File: src/rtl/adder32_part_err_monitor_if.sv
// Stream and readout bundle between the exploration driver and the
// partition error monitor.
interface adder32_part_err_monitor_if #(
    parameter int W     = 5,
    parameter int CNT_W = 16,
    parameter int ACC_W = 24
);
    logic             start;
    logic [CNT_W-1:0] num_samples;
    logic             in_valid;
    logic             in_ready;
    logic [W-1:0]     exact_po;
    logic [W-1:0]     approx_po;
    logic             busy;
    logic             done;
    logic [CNT_W-1:0] sample_cnt;
    logic [CNT_W-1:0] err_cnt;
    logic [ACC_W-1:0] ham_sum;
    logic [ACC_W-1:0] abs_err_sum;
    logic [W-1:0]     max_abs_err;

    modport master (
        output start, num_samples, in_valid, exact_po, approx_po,
        input  in_ready, busy, done, sample_cnt, err_cnt, ham_sum,
               abs_err_sum, max_abs_err
    );

    modport slave (
        input  start, num_samples, in_valid, exact_po, approx_po,
        output in_ready, busy, done, sample_cnt, err_cnt, ham_sum,
               abs_err_sum, max_abs_err
    );
endinterface

File: src/rtl/adder32_part_err_monitor.sv
// Quality-of-result monitor: accumulates error statistics between exact and
// approximate adder32 partition outputs over a programmed number of samples.
module adder32_part_err_monitor #(
    parameter int W     = 5,
    parameter int CNT_W = 16,
    parameter int ACC_W = 24
) (
    input  logic                        clk,
    input  logic                        rst,
    adder32_part_err_monitor_if.slave   bus
);

    typedef enum logic [1:0] {
        S_IDLE,
        S_RUN,
        S_DRAIN,
        S_DONE
    } state_t;

    state_t           state_q, state_d;
    logic             drain_q, drain_d;
    logic [CNT_W-1:0] target_q, target_d;
    logic [CNT_W-1:0] sample_cnt_q, sample_cnt_d;
    logic [CNT_W-1:0] err_cnt_q, err_cnt_d;
    logic [ACC_W-1:0] ham_sum_q, ham_sum_d;
    logic [ACC_W-1:0] abs_err_sum_q, abs_err_sum_d;
    logic [W-1:0]     max_abs_err_q, max_abs_err_d;
    logic             s1_valid_q, s1_valid_d;
    logic [W-1:0]     s1_exact_q, s1_exact_d;
    logic [W-1:0]     s1_approx_q, s1_approx_d;

    logic             in_ready;
    logic             accept;
    logic [W-1:0]     diff;
    logic [W-1:0]     ae;
    logic [ACC_W-1:0] pop;
    logic [ACC_W:0]   ham_ext;
    logic [ACC_W:0]   abs_ext;

    // S1 datapath: sums carry one extra bit so saturation is a carry test.
    always_comb begin
        diff = s1_exact_q ^ s1_approx_q;
        pop  = '0;
        for (int unsigned i = 0; i < W; i++) begin
            pop = pop + ACC_W'(diff[i]);
        end
        ae      = (s1_exact_q >= s1_approx_q) ? (s1_exact_q - s1_approx_q)
                                              : (s1_approx_q - s1_exact_q);
        ham_ext = {1'b0, ham_sum_q} + {1'b0, pop};
        abs_ext = {1'b0, abs_err_sum_q} + (ACC_W+1)'(ae);
    end

    assign in_ready = (state_q == S_RUN) && (sample_cnt_q < target_q);
    assign accept   = in_ready && bus.in_valid;

    always_comb begin
        state_d       = state_q;
        drain_d       = drain_q;
        target_d      = target_q;
        sample_cnt_d  = sample_cnt_q;
        err_cnt_d     = err_cnt_q;
        ham_sum_d     = ham_sum_q;
        abs_err_sum_d = abs_err_sum_q;
        max_abs_err_d = max_abs_err_q;
        s1_valid_d    = accept;
        s1_exact_d    = s1_exact_q;
        s1_approx_d   = s1_approx_q;

        if (accept) begin
            s1_exact_d  = bus.exact_po;
            s1_approx_d = bus.approx_po;
        end

        if (s1_valid_q) begin
            if ((diff != '0) && (err_cnt_q != '1)) begin
                err_cnt_d = err_cnt_q + CNT_W'(1);
            end
            ham_sum_d     = ham_ext[ACC_W] ? '1 : ham_ext[ACC_W-1:0];
            abs_err_sum_d = abs_ext[ACC_W] ? '1 : abs_ext[ACC_W-1:0];
            if (ae > max_abs_err_q) begin
                max_abs_err_d = ae;
            end
        end

        case (state_q)
            S_IDLE, S_DONE: begin
                if (bus.start) begin
                    target_d      = bus.num_samples;
                    sample_cnt_d  = '0;
                    err_cnt_d     = '0;
                    ham_sum_d     = '0;
                    abs_err_sum_d = '0;
                    max_abs_err_d = '0;
                    drain_d       = 1'b0;
                    state_d       = (bus.num_samples == '0) ? S_DRAIN : S_RUN;
                end
            end
            S_RUN: begin
                if (accept) begin
                    sample_cnt_d = sample_cnt_q + CNT_W'(1);
                    if ((sample_cnt_q + CNT_W'(1)) == target_q) begin
                        state_d = S_DRAIN;
                        drain_d = 1'b0;
                    end
                end
            end
            S_DRAIN: begin
                // Two cycles: one for S1 to retire, one to publish done.
                if (drain_q) begin
                    state_d = S_DONE;
                end else begin
                    drain_d = 1'b1;
                end
            end
            default: state_d = S_IDLE;
        endcase
    end

    always_ff @(posedge clk) begin
        if (rst) begin
            state_q       <= S_IDLE;
            drain_q       <= 1'b0;
            target_q      <= '0;
            sample_cnt_q  <= '0;
            err_cnt_q     <= '0;
            ham_sum_q     <= '0;
            abs_err_sum_q <= '0;
            max_abs_err_q <= '0;
            s1_valid_q    <= 1'b0;
            s1_exact_q    <= '0;
            s1_approx_q   <= '0;
        end else begin
            state_q       <= state_d;
            drain_q       <= drain_d;
            target_q      <= target_d;
            sample_cnt_q  <= sample_cnt_d;
            err_cnt_q     <= err_cnt_d;
            ham_sum_q     <= ham_sum_d;
            abs_err_sum_q <= abs_err_sum_d;
            max_abs_err_q <= max_abs_err_d;
            s1_valid_q    <= s1_valid_d;
            s1_exact_q    <= s1_exact_d;
            s1_approx_q   <= s1_approx_d;
        end
    end

    assign bus.in_ready    = in_ready;
    assign bus.busy        = (state_q == S_RUN) || (state_q == S_DRAIN);
    assign bus.done        = (state_q == S_DONE);
    assign bus.sample_cnt  = sample_cnt_q;
    assign bus.err_cnt     = err_cnt_q;
    assign bus.ham_sum     = ham_sum_q;
    assign bus.abs_err_sum = abs_err_sum_q;
    assign bus.max_abs_err = max_abs_err_q;

endmodule

File: src/flat_wrapper.sv
// flat-port wrapper written by rule: the top's interface ports become plain ports
module adder32_part_err_monitor_flat 
#(
    parameter int W     = 5,
    parameter int CNT_W = 16,
    parameter int ACC_W = 24
)
  (clk, rst, bus_start, bus_num_samples, bus_in_valid, bus_exact_po, bus_approx_po, bus_in_ready, bus_busy, bus_done, bus_sample_cnt, bus_err_cnt, bus_ham_sum, bus_abs_err_sum, bus_max_abs_err);
  adder32_part_err_monitor_if #(.W(W), .CNT_W(CNT_W), .ACC_W(ACC_W)) bus_i ();
  input  logic clk;
  input  logic rst;
  input wire logic [$bits(bus_i.start)-1:0] bus_start;
  input wire logic [$bits(bus_i.num_samples)-1:0] bus_num_samples;
  input wire logic [$bits(bus_i.in_valid)-1:0] bus_in_valid;
  input wire logic [$bits(bus_i.exact_po)-1:0] bus_exact_po;
  input wire logic [$bits(bus_i.approx_po)-1:0] bus_approx_po;
  output wire logic [$bits(bus_i.in_ready)-1:0] bus_in_ready;
  output wire logic [$bits(bus_i.busy)-1:0] bus_busy;
  output wire logic [$bits(bus_i.done)-1:0] bus_done;
  output wire logic [$bits(bus_i.sample_cnt)-1:0] bus_sample_cnt;
  output wire logic [$bits(bus_i.err_cnt)-1:0] bus_err_cnt;
  output wire logic [$bits(bus_i.ham_sum)-1:0] bus_ham_sum;
  output wire logic [$bits(bus_i.abs_err_sum)-1:0] bus_abs_err_sum;
  output wire logic [$bits(bus_i.max_abs_err)-1:0] bus_max_abs_err;
  assign bus_i.start = bus_start;
  assign bus_i.num_samples = bus_num_samples;
  assign bus_i.in_valid = bus_in_valid;
  assign bus_i.exact_po = bus_exact_po;
  assign bus_i.approx_po = bus_approx_po;
  assign bus_in_ready = bus_i.in_ready;
  assign bus_busy = bus_i.busy;
  assign bus_done = bus_i.done;
  assign bus_sample_cnt = bus_i.sample_cnt;
  assign bus_err_cnt = bus_i.err_cnt;
  assign bus_ham_sum = bus_i.ham_sum;
  assign bus_abs_err_sum = bus_i.abs_err_sum;
  assign bus_max_abs_err = bus_i.max_abs_err;
  adder32_part_err_monitor #(.W(W), .CNT_W(CNT_W), .ACC_W(ACC_W)) u_core (.clk(clk), .rst(rst), .bus(bus_i));
endmodule
File: config.mk
export PLATFORM = sky130hd
export DESIGN_NAME = adder32_part_err_monitor_flat
export DESIGN_NICKNAME = d
export VERILOG_FILES = /design/src/rtl/adder32_part_err_monitor_if.sv /design/src/rtl/adder32_part_err_monitor.sv /design/src/flat_wrapper.sv
export SDC_FILE = /design/constraint.sdc
export NUM_CORES = 1
export LEC_CHECK = 0
export ABC_AREA = 1
export ABC_CLOCK_PERIOD_IN_PS = 5590
export CAP_MARGIN = 25
export CORE_ASPECT_RATIO = 1.2
export CORE_MARGIN = 4
export CORE_UTILIZATION = 54
export DETAILED_ROUTE_END_ITERATION = 8
export HOLD_SLACK_MARGIN = 0.12
export PLACE_DENSITY = 0.78
export SLEW_MARGIN = 20
export SYNTH_ARGS = -nofsm -noshare
export SYNTH_HDL_FRONTEND = slang
export SYNTH_SLANG_ARGS = --single-unit
File: constraint.sdc
create_clock -name clk -period 5.59 [get_ports clk]
set_input_delay 1.118 -clock clk [delete_from_list [all_inputs] [get_ports clk]]
set_output_delay 1.118 -clock clk [all_outputs]
set_load 0.05 [all_outputs]
Yosys cells after proc, flatten, opt, wreduce, memory -nomap -nowiden
Index checks and enable logic that the tools add are counted.

Input port bits: 30. Logic and storage cells: 77. Bits in registers: 115. Output and inout bits: 88.

Bitwise gates (word level): 1. Equality and inequality tests: 9. Magnitude comparators: 3. Mux-type cells: 30. Add/sub/neg operators: 10. Reduce and logical (&&, ||, !) cells: 13.

Operators with widths (count): two-way mux 24 bit (8); two-way mux 16 bit (6); adder 24 x 1 -> 24 bit (3); adder 16 x 1 -> 16 bit, second input constant (2); case mux 16 bit (2 select lines) (1); adder 24 x 24 -> 25 bit (1); adder 24 x 5 -> 25 bit (1); two-way mux 5 bit (5); == test 16 bit (1); zero test 16 bit (1); less-than comparator 16 bit (1); != test 16 bit, second input constant (1); two-way mux 2 bit (5); subtractor 5 bit (2); case mux 2 bit (3 select lines) (1); AND reduction 3 bit (2); >= comparator 5 bit (1); greater-than comparator 5 bit (1); nonzero test 5 bit (1); bitwise XOR 5 bit (1); == test 2 bit, second input constant (2); != test 2 x 1 -> 1 bit, second input constant (2); != test 2 bit, second input constant (2); AND reduction 4 bit (1); other kinds (10) (14).

Logic depth before layout (Yosys ltp)
Gate-level depths: netlist of run 1.

Depth after elaboration: 10. Depth in mapped cells: 23. Mapped depth without buffers: 22.

Worst setup path before layout of run 1
Ideal clock, no wire load.

Path kind: register -> register. Start: reg u_core.s1_approx_q[1]. End: reg u_core.ham_sum_q[22] (netlist: u_core.bus.ham_sum[22]). Setup time: 0.071 ns. Clock period less this slack: 4.038 ns. Setup slack: 1.552 ns. Required time: 5.519 ns. Stages on the path, launching flop included: 20. Buffers on the path: 0. Arrival time: 3.968 ns. Cells stage by stage: dfxtp_1 inv_1 ha_1 inv_1 ha_1 fa_1 ha_1 fa_1 inv_1 fa_1 o21bai_2 nand2_1 nor2_2 nand2_2 nor2_4 nand2_2 nor3_2 nand4_1 or2_0 a21oi_1.

Cells in the longest elaborated chain, start to end: 10.

RTL lines: start: declaration (RTL line adder32_part_err_monitor.sv:30) `logic [W-1:0] s1_approx_q, s1_approx_d;`; start signal: assignment (RTL line adder32_part_err_monitor.sv:143) `s1_approx_q <= s1_approx_d;`; bitwise XOR 5 bit * (RTL line adder32_part_err_monitor.sv:42) `diff = s1_exact_q ^ s1_approx_q;`; adder 1 x 1 -> 2 bit * (RTL line adder32_part_err_monitor.sv:45) `pop = pop + ACC_W'(diff[i]);`; adder 24 x 1 -> 24 bit * (3 in a row) (RTL line adder32_part_err_monitor.sv:45); adder 24 x 24 -> 25 bit * (RTL line adder32_part_err_monitor.sv:49) `ham_ext = {1'b0, ham_sum_q} + {1'b0, pop};`; two-way mux 24 bit * (RTL line adder32_part_err_monitor.sv:78) `ham_sum_d = ham_ext[ACC_W] ? '1 : ham_ext[ACC_W-1:0];`; two-way mux 24 bit * (RTL line adder32_part_err_monitor.sv:74) `if (s1_valid_q) begin`; two-way mux 24 bit (RTL line adder32_part_err_monitor.sv:87) `if (bus.start) begin`; two-way mux 24 bit * (RTL line adder32_part_err_monitor.sv:85) `case (state_q)`; end signal: assignment (RTL line adder32_part_err_monitor.sv:138) `ham_sum_q <= ham_sum_d;`; end: declaration (RTL line adder32_part_err_monitor.sv:25) `logic [ACC_W-1:0] ham_sum_q, ham_sum_d;`.

Mark *: on every way between the ends. The rest lies on a longest branch, timed or not. A chain may end at the register's enable or synchronous reset.

Worst setup path in the final report of run 1
Start: reg u_core.s1_approx_q[1]. End: reg u_core.ham_sum_q[9] (netlist: u_core.bus.ham_sum[9]).

The elaborated chain is that of the path after synthesis.

==> results of run 1 <==
==> synthesized netlist by cell type, drive strengths merged <==
cell type | instances | area share, %
nand2 | 234 | 13
inv | 147 | 7.8
dfxtp | 115 | 32
a21oi | 99 | 7.1
nor2 | 99 | 5.8
o21ai | 85 | 6.0
nand3 | 67 | 4.9
ha | 47 | 8.3
nand4 | 22 | 1.9
xor2 | 21 | 2.6
clkbuf | 18 | 0.95
nor3 | 14 | 1.2
nor4 | 9 | 0.79
xnor2 | 9 | 1.1
buf | 8 | 0.63
or2 | 8 | 0.70
a31oi | 6 | 0.53
fa | 6 | 1.7
nand3b | 3 | 0.32
nor3b | 3 | 0.32
o21bai | 3 | 0.37
o221ai | 3 | 0.37
a221oi | 2 | 0.25
o21a | 2 | 0.21
or3 | 2 | 0.18
a211oi | 1 | 0.11
a21o | 1 | 0.11
and2 | 1 | 0.088
clkinv | 1 | 0.053
o22ai | 1 | 0.088
o311ai | 1 | 0.12
xor3 | 1 | 0.33
==> through the flow <==
step	setup WS, ns	util [%]	power [W]
after floorplan	1.55	-	0.00238
after global placement	1.29	65.8	0.00279
after detailed placement	1.09	65.8	0.00283
after CTS	1.06	71.1	0.00407
after global routing	0.719	71.1	0.00438
final	1.04	71.1	0.00406
==> sequential cells by signal, indices dropped and copies added (netlist names) <==
name                    count
u_core.bus.abs_err_sum     24
u_core.bus.ham_sum         24
u_core.bus.err_cnt         16
u_core.bus.sample_cnt      16
u_core.target_q            16
u_core.bus.max_abs_err      5
u_core.s1_approx_q          5
u_core.s1_exact_q           5
u_core.state_q              2
u_core.drain_q              1
u_core.s1_valid_q           1
==> worst min path at each step <==
stage / from / endpoint / slack, ns / cells past startpoint
after floorplan: u_core.s1_approx_q[4] / u_core.s1_approx_q[4] / 0.44 / 2
after global placement: u_core.s1_approx_q[4] / u_core.s1_approx_q[4] / 0.45 / 2
after detailed placement: u_core.s1_approx_q[4] / u_core.s1_approx_q[4] / 0.46 / 2
after CTS: u_core.s1_approx_q[4] / u_core.s1_approx_q[4] / 0.47 / 2
after global routing: u_core.s1_approx_q[4] / u_core.s1_approx_q[4] / 0.49 / 2
final: u_core.s1_approx_q[4] / u_core.s1_approx_q[4] / 0.46 / 2
==> placed cells by master (no fill, tap or decap), types with 7 or more instances in the layout <==
| master | count |
|---|---|
| dfxtp_1 | 115 |
| xnor2_1 | 9 |
| nand2_2 | 7 |
| nor2_2 | 9 |
| a21oi_1 | 98 |
| xor2_1 | 21 |
| nor4_1 | 9 |
| nand3_1 | 65 |
| nand4_1 | 22 |
| clkbuf_16 | 17 |
| clkdlybuf4s50_1 | 117 |
| inv_1 | 146 |
| nor2_1 | 87 |
| nor3_1 | 11 |
| o21ai_0 | 83 |
| ha_1 | 47 |
| nand2_1 | 226 |
==> cell families after synthesis <==
kind of cell	count (synthesis)	synth area share [%]
compound gates	204	15.3
xor+xnor	31	4.03
fa+ha+maj	53	9.96
buf+inv	174	9.40
flops	115	32.4
simple gates	462	28.9
==> critical path, stage by stage (launching register included) <==
cell,delay [ns]
dfxtp_1,0.39
inv_1,0.12
ha_1,0.36
inv_1,0.07
ha_1,0.29
fa_1,0.47
ha_1,0.22
fa_1,0.51
inv_1,0.07
fa_1,0.44
o21bai_2,0.19
nand2_1,0.10
nor2_2,0.12
nand2_2,0.10
nor2_4,0.13
nand2_2,0.09
nor2_1,0.14
nand2_1,0.33
o21ai_0,0.19
a21oi_1,0.06
nor2_1,0.09
==> where the power goes <==
part	internal, W	total [W]	leakage, nW	switching (W)
sequential	0.000920	0.00101	0.933	0.0000931
combinational	0.000638	0.00181	2.55	0.00118
clock	0.000845	0.00124	0.326	0.000391
total	0.00240	0.00406	3.80	0.00166
==> final cells by class <==
class                           count  area, µm²  area share, %
Clock inverter                     14        233           2.56
Multi-Input combinational cell    750       4140           45.6
Clock buffer                       18        439           4.83
Timing Repair Buffer              122       1210           13.3
Tap cell                          164        205           2.26
Inverter                          148        556           6.11
Sequential cell                   115       2300           25.3
==> per-layer routing <==
layer  global-route usage [%]  wire length (µm)  part of all wire (%)
met5                        0                 0                     0
met4                     8.02               327                   1.8
met3                     5.68               991                   5.4
met2                     44.5              9570                    52
met1                     27.7              7520                    41
==> results_dict.tcl, run 1 <==
set metrics [dict create \
    status "complete, no violations" \
    rr_endpoint "u_core.bus.ham_sum[9]" \
    drt_iter0_drc 431 \
    dpl.cell_count 1299 \
    max_slew.worst_pin.slew_ns 0.884 \
    worst_hold_slack_ns 0.465 \
    clk_latency_ns 0.42 \
    cp-start-kind "flip-flop" \
    min_period_ns 4.55 \
    reg2reg_from "u_core.s1_approx_q[1]" \
    synth-seq-cells 115 \
    cts_resized 0 \
    crit_required_ns 5.94 \
    hpwl_um 13600 \
    postCtsSetupBuffers 0 \
    fin_crit_sh_pct 81.3 \
    root_buffer "clkbuf_16" \
    cts_made_buffers 17 \
    antenna_found_initial 0 \
    drc 0 \
    slew_violations 0 \
    finalSetupTns_ns 0 \
    power.density_nw_per_um2 447 \
    area_growth_syn_to_layout_pct 27.8 \
    fill_cells 1069 \
    setup_viol 0 \
    crit_type "reg2reg" \
    hold_violations 0 \
    fp.dieH_um 134 \
    layout-drive-gt1-share_pct 6.08 \
    hold_buffers 0 \
    cp-endpoint "u_core.bus.ham_sum[9]" \
    via_count 7154 \
    rows 45 \
    rsz0062_at_grt "false" \
    finClkSkew_ns 0.00820 \
    critPathLaunch "u_core.s1_approx_q[1]" \
    clockBufferDepth 2 \
    nNetsFinal 1237 \
    cp-end-kind "flip-flop" \
    hold_path_class "reg2reg" \
    clock_sinks 115 \
    grt.overflow.total 0 \
    synth_nets 1122 \
    synth_area_per_cell_um2 6.84 \
    drv_cap 0 \
    start_util_pct 55.6 \
    grt_pass1_vias 6686 \
    r2r_slack_ns 1.04 \
    synthCells 1039 \
    h-tree-depth 4 \
    fin_area_um2 9080 \
    ioPinCount 118 \
    finalWeightedCongestion 0.919 \
    cts_tree "done" \
    fin_cells 1331 \
    arrival_ns 4.90 \
    p_leak_nw 3.80 \
    grt_start_max_net_pins 44 \
    peakVddDrop_mv 0.329 \
    grt_pass1_wl_um 30300 \
    track_usage_pct 24.4 \
    max_freq_ghz 0.220 \
    yosys_warnings 0 \
    antenna_left 0 \
    viasPerCell 5.37 \
    path_max_fanout 14 \
    reg2reg_depth 20 \
    wl_um 18400 \
    ys_types 46 \
    ys_seq_area_share_pct 32.4 \
    clk_pin_slew_ns 0.05 \
    slew_headroom_pct 41.0 \
    wire_per_inst_um 13.8 \
    diodes 0 \
    port_buffers 117 \
    dieWidth_um 113 \
    core_area_um2 12800 \
    syn_area_um2 7110 \
    post_dp_cell_area_um2 8410 \
    dieArea_um2 15100 \
    drt_first_pass_iters 5 \
]
Power figures use the tool's default switching activity.
==> inputs of run 2 (changes only) <==
ABC_CLOCK_PERIOD_IN_PS = 3950   (was 5590)
CORE_UTILIZATION = 49   (was 54)
PLACE_DENSITY = 0.74   (was 0.78)
clock period = 3.95 ns   (was 5.59 ns; I/O delays follow)
==> run 2 against run 1 <==
Effect of this change:
- sequential power up 43%
- core utilization down 3.6 points
- routed wire length up 2.9%
- combinational power up 52%
- largest cell class unchanged
- sequential share of layout area down 0.94 points
- clock skew down 0.0013 ns
- global-route usage down 1.7 points
- sequential cell count unchanged
- die area up 9.5%
- via count up 1.9%
- critical endpoint is now u_core.bus.ham_sum[22]
==> results_dict.tcl, run 2 (synthesized netlist as in run 1, its figures left out) <==
set metrics [dict create \
    status "complete, no violations" \
    grt_pass1_wl_um 31100 \
    final_cell_mix "nand2_1, inv_1, clkdlybuf4s50_1" \
    ioPinCount 118 \
    fin_cells 1373 \
    min_period_ns 3.79 \
    viasPerCell 5.31 \
    root_buffer "clkbuf_16" \
    rsz0062_at_grt "true" \
    grt.overflow.total 0 \
    crit_type "reg2reg" \
    hold_buffers 0 \
    hold_path_class "reg2reg" \
    drt_first_pass_iters 6 \
    h-tree-depth 4 \
    drc 0 \
    power.density_nw_per_um2 602 \
    max_freq_ghz 0.264 \
    final_common_cell "nand2_1" \
    slew_violations 0 \
    dpl.cell_count 1336 \
    clk_latency_ns 0.42 \
    clock_sinks 115 \
    dieArea_um2 16500 \
    rows 47 \
    cp-end-kind "flip-flop" \
    post_dp_cell_area_um2 8700 \
    cts_tree "done" \
    fin_area_um2 9450 \
    layout-drive-gt1-share_pct 10.4 \
    port_buffers 117 \
    wire_per_inst_um 13.8 \
    grt_pass1_vias 6792 \
    cp-start-kind "flip-flop" \
    slew_headroom_pct 50.8 \
    wl_um 18900 \
    track_usage_pct 22.7 \
    worst_hold_slack_ns 0.461 \
    hold_violations 0 \
    peakVddDrop_mv 0.690 \
    fp.dieH_um 140 \
    via_count 7293 \
    clk_pin_slew_ns 0.05 \
    diodes 0 \
    clockBufferDepth 2 \
    antenna_found_initial 0 \
    antenna_left 0 \
    crit_required_ns 4.30 \
    nNetsFinal 1274 \
    drt_iter0_drc 383 \
    core_area_um2 14000 \
    setup_viol 0 \
    area_growth_syn_to_layout_pct 32.9 \
    dieWidth_um 118 \
    p_leak_nw 4.03 \
    drv_cap 0 \
    fin_crit_sh_pct 96.0 \
    grt_start_max_net_pins 32 \
    start_util_pct 50.8 \
    finalWeightedCongestion 0.890 \
    fill_cells 1207 \
    arrival_ns 4.15 \
    finish.utilization_pct 67.5 \
    max_slew.worst_pin.slew_ns 0.737 \
    path_max_fanout 5 \
    hpwl_um 14300 \
    cts_made_buffers 17 \
    finClkSkew_ns 0.00691 \
]
[run 2: cell types whose count changed in the layout (fill, tap and decap cells not counted), sizes merged]
cell      change
clkinvlp      -1
buf          +37
clkbuf        +8
bufinv        -5
clkinv        -2
inv           -2
[run 2: final timing paths]
| path | start | end | slack (ns) | depth (start not counted) |
|---|---|---|---|---|
| setup / recovery | u_core.s1_approx_q[1] | u_core.bus.ham_sum[22] | 0.16 | 20 |
| hold / removal | u_core.drain_q | u_core.drain_q | 0.46 | 2 |
| setup reg to reg | u_core.s1_approx_q[1] | u_core.bus.ham_sum[22] | 0.16 | 20 |
| hold reg to reg | u_core.drain_q | u_core.drain_q | 0.46 | 2 |
[run 2: where the power goes]
part / switching (W) / internal [W] / total (W)
sequential: 0.000133 / 0.00130 / 0.00144
combinational: 0.00170 / 0.00105 / 0.00276
clock: 0.000526 / 0.000971 / 0.00150
[run 2: final cells by class]
| cell class | instances | area (µm²) | area share, % |
|---|---|---|---|
| clock inverters | 4 | 45.0 | 0.477 |
| clock buffers | 26 | 529 | 5.60 |
| inverters | 148 | 562 | 5.95 |
| multi-input cells | 750 | 4270 | 45.2 |
| flip-flops and latches | 115 | 2300 | 24.4 |
| well taps | 171 | 214 | 2.26 |
| repair buffers | 159 | 1520 | 16.1 |
[run 2: timing repair]
action | CTS | global route
gates resized for setup | 3 | 21
pin swaps | 2 | 10
buffers inserted | 1 | 6
setup endpoints to repair | 1 | 33
[run 2: worst max-delay path, cell delays in order (launching register included)]
cell and delay (ns):
dfxtp_2 0.32, inv_2 0.05, ha_4 0.27, inv_2 0.05, ha_4 0.23, fa_1 0.44
ha_2 0.20, fa_1 0.49, inv_1 0.06, fa_2 0.36, o21bai_4 0.14, nand2_2 0.09
nor2_4 0.12, nand2_4 0.08, inv_1 0.07, nand4_1 0.14, nor2_1 0.17, nand2_1 0.16
inv_1 0.12, a21oi_1 0.05, a21oi_1 0.13
[run 2: metrics by stage]
stage / setup TNS [ns] / worst slack, ns / power (W)
2_1_floorplan: 0 / 0.0156 / 0.00338
3_3_place_gp: -0.0398 / -0.0398 / 0.00408
3_5_place_dp: -0.119 / -0.119 / 0.00416
4_1_cts: 0 / 0.00153 / 0.00566
5_1_grt: -0.178 / -0.0750 / 0.00612
6_report: 0 / 0.157 / 0.00569
[run 2: layer usage]
metal	global-route usage [%]	share of wire (%)	wire length [µm]
met4	9.69	2.6	495
met1	24.8	42	7860
met3	4.03	3.8	729
met2	42.8	52	9850
met5	0	0	0
